<file path="src/rtl/led_trace_capture.sv">
// led_trace_capture: samples a generated circuit's LED wires, records every
// change as a {timestamp, led_value} event in a small show-ahead FIFO, and
// presents the events on a ready/valid read port.
//
// Read port handshake: out_valid is high whenever the FIFO holds an entry.
// out_data is the head entry while out_valid is high. An entry is consumed
// on a rising edge where out_valid && out_ready. out_valid does not depend
// on out_ready, and out_data is driven to zero while the FIFO is empty.
module led_trace_capture #(
    parameter int WIDTH    = 2,
    parameter int DEPTH    = 4,
    parameter int TS_WIDTH = 16
) (
    input  logic                        clk,
    input  logic                        rst,
    input  logic [WIDTH-1:0]            led_in,
    input  logic                        enable,
    input  logic                        out_ready,
    input  logic                        clear_ovf,
    output logic                        out_valid,
    output logic [TS_WIDTH+WIDTH-1:0]   out_data,
    output logic [$clog2(DEPTH):0]      count,
    output logic                        overflow
);

    localparam int AW = $clog2(DEPTH);
    localparam int EW = TS_WIDTH + WIDTH;
    localparam logic [AW:0] FULL_COUNT = (AW+1)'(DEPTH);

    logic [WIDTH-1:0]    sync1;
    logic [WIDTH-1:0]    sync2;
    logic [WIDTH-1:0]    prev;
    logic                primed;
    logic [1:0]          boot_cnt;
    logic [TS_WIDTH-1:0] ts;

    logic [EW-1:0]       mem [DEPTH];
    logic [AW-1:0]       wr_ptr;
    logic [AW-1:0]       rd_ptr;

    logic                baseline;
    logic                change;
    logic                push;
    logic                pop;
    logic                full;
    logic                accept;
    logic                drop;

    // Event detection and FIFO handshake decisions for the current cycle
    always_comb begin
        baseline = !primed && (boot_cnt == 2'd2);
        change   = primed && enable && (sync2 != prev);
        push     = baseline || change;
        pop      = out_valid && out_ready;
        full     = (count == FULL_COUNT);
        accept   = push && (!full || pop);
        drop     = push && full && !pop;
    end

    // Show-ahead head entry; zero while empty so the port is never X
    always_comb begin
        out_valid = (count != '0);
        out_data  = out_valid ? mem[rd_ptr] : '0;
    end

    // Two-flop synchronizer for the asynchronous LED wires
    always_ff @(posedge clk or posedge rst) begin
        if (rst) begin
            sync1 <= '0;
            sync2 <= '0;
        end else begin
            sync1 <= led_in;
            sync2 <= sync1;
        end
    end

    // Priming after reset: the third edge loads prev and emits the baseline
    always_ff @(posedge clk or posedge rst) begin
        if (rst) begin
            boot_cnt <= 2'd0;
            primed   <= 1'b0;
            prev     <= '0;
        end else begin
            if (!primed) begin
                if (boot_cnt == 2'd2) begin
                    primed <= 1'b1;
                end else begin
                    boot_cnt <= boot_cnt + 1'b1;
                end
            end
            // prev follows sync2 even while enable is low, so gated changes are lost
            if (primed || baseline) begin
                prev <= sync2;
            end
        end
    end

    // Free-running timestamp; wraps silently
    always_ff @(posedge clk or posedge rst) begin
        if (rst) begin
            ts <= '0;
        end else begin
            ts <= ts + 1'b1;
        end
    end

    // FIFO storage; contents need no reset because out_data is masked when empty
    always_ff @(posedge clk) begin
        if (accept) begin
            mem[wr_ptr] <= {ts, sync2};
        end
    end

    // FIFO pointers and occupancy; a pop frees room for a push in the same cycle
    always_ff @(posedge clk or posedge rst) begin
        if (rst) begin
            wr_ptr <= '0;
            rd_ptr <= '0;
            count  <= '0;
        end else begin
            if (accept) begin
                wr_ptr <= wr_ptr + 1'b1;
            end
            if (pop) begin
                rd_ptr <= rd_ptr + 1'b1;
            end
            if (accept && !pop) begin
                count <= count + 1'b1;
            end else if (!accept && pop) begin
                count <= count - 1'b1;
            end
        end
    end

    // Sticky overflow; a drop in the same cycle as clear_ovf keeps it set
    always_ff @(posedge clk or posedge rst) begin
        if (rst) begin
            overflow <= 1'b0;
        end else if (drop) begin
            overflow <= 1'b1;
        end else if (clear_ovf) begin
            overflow <= 1'b0;
        end
    end

endmodule

</file>
<file path="config.mk">
export PLATFORM = sky130hd
export DESIGN_NAME = led_trace_capture
export DESIGN_NICKNAME = d
export VERILOG_FILES = /design/src/rtl/led_trace_capture.sv
export SDC_FILE = /design/constraint.sdc
export NUM_CORES = 1
export LEC_CHECK = 0
export CAP_MARGIN = 0
export CORE_UTILIZATION = 46
export DETAILED_ROUTE_END_ITERATION = 12
export PLACE_DENSITY = 0.69
export RECOVER_POWER = 50
export SLEW_MARGIN = 20
export SYNTH_ARGS = -nofsm -noshare
export SYNTH_HDL_FRONTEND = slang
export SYNTH_SLANG_ARGS = --single-unit
</file>
<file path="constraint.sdc">
create_clock -name clk -period 2.9 [get_ports clk]
set_clock_uncertainty 0.2 [all_clocks]
set_input_delay 0.58 -clock clk [delete_from_list [all_inputs] [get_ports clk]]
set_output_delay 0.58 -clock clk [all_outputs]
set_load 0.05 [all_outputs]
</file>
-- Word-level counts from Yosys, hierarchy flattened
Memories as Yosys holds them, arrays and structs flattened.
Index checks and enable logic that the tools add are counted.
- register bits after elaboration: 33
- bits in latches: 0
- memory bits (writable): 72
- memory bits (read-only): 0
- output and inout port bits: 23
- logic and storage cells: 51
- memories: 1
- add/sub/neg operators: 6
- multiply operators: 0
- div/mod/pow operators: 0
- $lt $le $gt $ge: 0
- eq/ne operators: 3
- shift operators: 0
- mux-type cells: 9
- bitwise logic cells: 2
- reduce and logical (&&, ||, !) cells: 20
- memory list (name ; words ; bits a word ; rd ports ; clocked after memory_dff ; wr ports ; RTL line ; source):
    mem ; 4 ; 18 ; 1 ; 0 ; 1 ; 37 ; logic [EW-1:0] mem [DEPTH];
- operators by type and width (cell ; count):
    $mux 18 ; 1
    $add 16x1->16 const B ; 1
    $logic_and 1x1->1 ; 9
    $add 2x1->2 const B ; 3
    $mux 1 ; 6
    $mux 3 ; 2
    $logic_not 1->1 ; 4
    $reduce_bool 2->1 ; 2
    $add 3x1->3 const B ; 1
    $eq 3x3->1 const B ; 1
    $logic_or 1x1->1 ; 3
    $reduce_bool 3->1 ; 1
    $sub 3x1->3 const B ; 1
    $eq 2x2->1 const B ; 1
    $ne 2x2->1 ; 1
    $not 1->1 ; 2
    $reduce_and 2->1 ; 1

-- Longest topological paths before layout
- depth in word-level cells: 8
- depth in mapped cells: 10
- gate-level depth less buffers: 10

-- Least setup slack after synthesis
OpenSTA, ideal clock, no wires.
- path type: reg-to-output
- start: reg count[0]
- end: out out_data[10]
- data arrival time: 2.078 ns
- required time: 2.120 ns
- setup slack: 0.042 ns
- cell stages (with the launch flop): 4
- cells stage by stage: dfrtp_1 or3_4 clkbuf_1 and2_1
- word-level cells in the longest chain between the ends: 2
- RTL lines (element ; RTL line ; source):
    start: declaration ; 22 ; output logic [$clog2(DEPTH):0] count,
    start signal: assignment ; 128 ; count <= count + 1'b1;
    start signal: assignment ; 130 ; count <= count - 1'b1;
    $reduce_bool 3->1 ; 62 ; out_valid = (count != '0);
    via out_valid ; 20 ; output logic out_valid,
    $mux 18 ; 63 ; out_data = out_valid ? mem[rd_ptr] : '0;
    end: declaration ; 21 ; output logic [TS_WIDTH+WIDTH-1:0] out_data,
The timed path passes the listed nets, and every way through them passes these cells.

-- Worst setup path in the final report
- start: reg rd_ptr[1]
- end: out out_data[2]
- word-level cells in the longest chain between the ends: 2
- RTL lines (element ; RTL line ; source):
    start: declaration ; 39 ; logic [AW-1:0] rd_ptr;
    start signal: assignment ; 125 ; rd_ptr <= rd_ptr + 1'b1;
    $mem_v2 4x18 ; -- ;
    $mux 18 ; 63 ;
No other way between the ends.

==> run summary <==
- **proportion of power drawn by flip-flops and latches** 0.406
- **cell area after synthesis** 4210 um^2
- **unrepaired setup endpoints after global routing** no
- **register cell area after layout** 2990 um^2
- **largest cells by area after synthesis** edfxtp_1 51%, dfrtp_1 20%, mux4_2 9.6%
- **Num CTS Buffers** 9
- **effective utilization at floorplan** 0.478
- **maximum capacitance violations** 1
- **layout overhead on the synthesized area** 13.6%
- **remaining global-route overflow** 0
- **post-layout instance area** 4780 um^2
- **number of iterations in the first detailed-routing pass** 4
- **startpoint of the worst-slack reg-to-reg timing path** count[0]$_DFFE_PP0P_
- **most frequent cells after synthesis** 72 x edfxtp_1, 33 x dfrtp_1, 22 x and2_1, 18 x mux4_2, 12 x xor2_1
- **number of nets in the final layout** 288
- **number of slew-limit violations in the final report** 34
- **category of the most critical setup path** reg2out
- **Post-synth EDFFs** 72
- **sequential fraction of the synthesis area** 0.709
- **horizontal die dimension** 97.7 um
- **half-perimeter wire length after detailed placement** 4.12 mm
- **critical register-to-register path endpoint** count[2]$_DFFE_PP0P_
- **Synth Flop Type** edfxtp_1
- **final worst-path cycle share** 0.924
- **wire length after detailed routing** 6.52 mm
- **ratio of cells with drive above 1 in the final layout** 0.248
- **Placement Rows** 34
- **type of element launching the critical path** register
- **final design utilization** 0.543
- **antenna violations before repair** 0
- **Pwr Density** 1020 nW/um^2
- **floorplan die area** 9550 um^2
- **Internal Dissipation** 2.97 mW
- **violations in the final reports** capacitance limit, slew limit
- **number of clock sinks** 105
- **number of filler cells placed in the layout** 722
- **CP Capture Type** output port
- **library cell used as clock root buffer** clkbuf_8
- **clock slew at the register clock pins of the worst setup and hold paths** 0.09 ns
- **required arrival time at the worst endpoint** 2.12 ns
- **post-synthesis cell count** 231
- **Sw Pwr** 1.89 mW
- **FF-to-FF path depth** 8
- **number of primary I/O pins** 30
- **pin slew with the least headroom to its limit** 1.76 ns
- **footprint of the multi-input gates** 1140 um^2
- **largest net degree at the start of global routing** 34
- **number of different library cells in the post-synthesis netlist** 30
- **via total after detailed routing** 2003
- **highest attainable clock frequency** 0.373 GHz
- **setup slack of the most critical reg-to-reg path** 0.53 ns
- **hold path depth** 0
- **Setup Fix Bufs, Post-CTS** 0
- **count of state elements after synthesis** 105
- **GRT Total Usage** 0.156
- **chip height** 97.7 um
- **overall power consumption** 4.86 mW
- **cell type with the largest total area after synthesis** edfxtp_1
- **average detailed-routed wire length per instance** 16.9 um
- **maximum vdd drop** 530 uV
- **IO Port Bufs** 29
- **Worst Hold Launch** sync1[0]$_DFF_PP0_
- **net switching share of the total power** 0.388
- **number of antenna repair diodes** 0
- **top fanout value on the critical path** 14
- **H-tree depth** 3
- **remaining design rule violation count** 0
- **clock tree from TritonCTS** done
- **CTS Hold Bufs** 0
- **global-route wire length before repair** 11.1 mm
- **detailed-route vias per instance** 5.19
- **leakage** 1.76 nW
- **status** finished with violations
- **number of DRC markers in iteration 0** 127
- **Final min period** 2.68 ns
- **Synthesis Warnings** 0
- **final setup vio count** 0
- **standard cell core area** 8810 um^2
- **worst path arrival time** 1.90 ns
- **Post-DRT Antenna Nets** 0
- **Placed Instances** 370
- **Clock Latency Late Sink** 0.35 ns
- **fin cells** 386
- **vias in the first global route** 2082
- **deepest clock path buffer count** 2
- **placer congestion estimate** 0.701
- **most common cell in the synthesized netlist** edfxtp_1
- **number of nets in the synthesized netlist** 246
- **worst rel slew slack** -0.171
- **hold violation total from the final report** 0
- **Clock Power Share** 0.159
- **worst hold-check path type** reg2reg
- **final sum of negative setup slack** 0 ns
- **mean instance size in the synthesized netlist** 18.2 um^2
- **proportion of synthesized flip-flops having asynchronous set or reset** 0.314
- **post-detailed-placement cell area** 4620 um^2
- **combinational share of power** 0.434
- **fraction of synthesized cell area taken by the top area cell type** 0.513
- **Worst Hold End** sync2[0]$_DFF_PP0_
## area by class of cell
type,instances,area share
Timing Repair Buffer,38,0.0677
Tap cell,108,0.0282
Sequential cell,105,0.624
Inverter,8,0.00628
Multi-Input combinational cell,111,0.238
Clock inverter,7,0.00968
Clock buffer,9,0.0259
## worst max-delay path, stage by stage, from the launching register on
cell and delay, ns:
dfrtp_1 0.52, buf_4 0.33, mux4_2 0.35, and2_1 0.17, buf_4 0.18
## cell usage in the layout (no fill, tap or decap), drive strengths merged, types with 2 or more instances in the layout
cell type / instances
edfxtp: 72
dfrtp: 33
buf: 26
and2: 23
mux4: 18
xor2: 12
xnor2: 11
nand3: 10
clkbuf: 10
inv: 9
clkdlybuf4s50: 8
ha: 7
nor2: 6
nand2: 5
mux2: 4
clkinv: 4
and3: 2
and4: 2
nand4: 2
clkinvlp: 2
dlygate4sd3: 2
## logic make-up (layout without fill, tap and decap cells)
family          count (synthesis)  count (layout)  share of synthesized area
flops                         105             105                      0.709
simple gates                   54              54                     0.0787
xor+xnor                       23              23                     0.0478
mux                            22              22                      0.108
buf+inv                        15              62                     0.0208
fa+ha+maj                       8               8                     0.0255
compound gates                  4               4                     0.0101
## metrics by stage
step	hold slack [ns]	setup slack, ns
finish	0.163	0.221
global route	0.172	0.108
CTS	0.169	0.0322
detailed placement	0.146	0.0899
global placement	0.132	0.167
floorplan	0.131	0.0420
## power by group through the flow
stage	clock network [mW]	registers, mW	logic, mW
finish	0.774	1.98	2.11
global route	0.858	2.00	2.25
CTS	0.811	1.98	2.16
detailed placement	0	2.01	2.16
global placement	0	2.00	2.13
floorplan	0	2.05	1.52
## sequential cells by signal, indices dropped and copies added, names as in the netlist
name,flops
boot_cnt,2
primed,1
mem,72
wr_ptr,2
sync2,2
count,3
rd_ptr,2
sync1,2
overflow,1
prev,2
ts,16
## worst max path at each step
| stage | slack [ns] | start | to | depth (start not counted) |
|---|---|---|---|---|
| floorplan | 0.04 | count[0]$_DFFE_PP0P_ | out_data[10] | 3 |
| global placement | 0.17 | out_ready | count[1]$_DFFE_PP0P_ | 7 |
| detailed placement | 0.09 | out_ready | count[1]$_DFFE_PP0P_ | 7 |
| CTS | 0.03 | count[0]$_DFFE_PP0P_ | out_valid | 2 |
| global route | 0.11 | rst | rd_ptr[0]$_DFFE_PP0N_ | 3 |
| finish | 0.22 | rd_ptr[1]$_DFFE_PP0N_ | out_data[2] | 4 |
## routing by layer
layer	track usage	up-vias	part of all wire	routed length (um)
met2	0.243	32	0.50	3240
met5	0	-	0	0
li1	-	941	-	-
met1	0.215	1022	0.46	2990
met4	0.0641	0	0.012	80
met3	0.0345	8	0.033	214
## repair_timing
action                                  CTS  global route
hold endpoints to repair                  0             0
endpoints found under the setup margin    0             1
resized for setup                         0             1
Note: power is estimated with default switching activity, not from simulation.
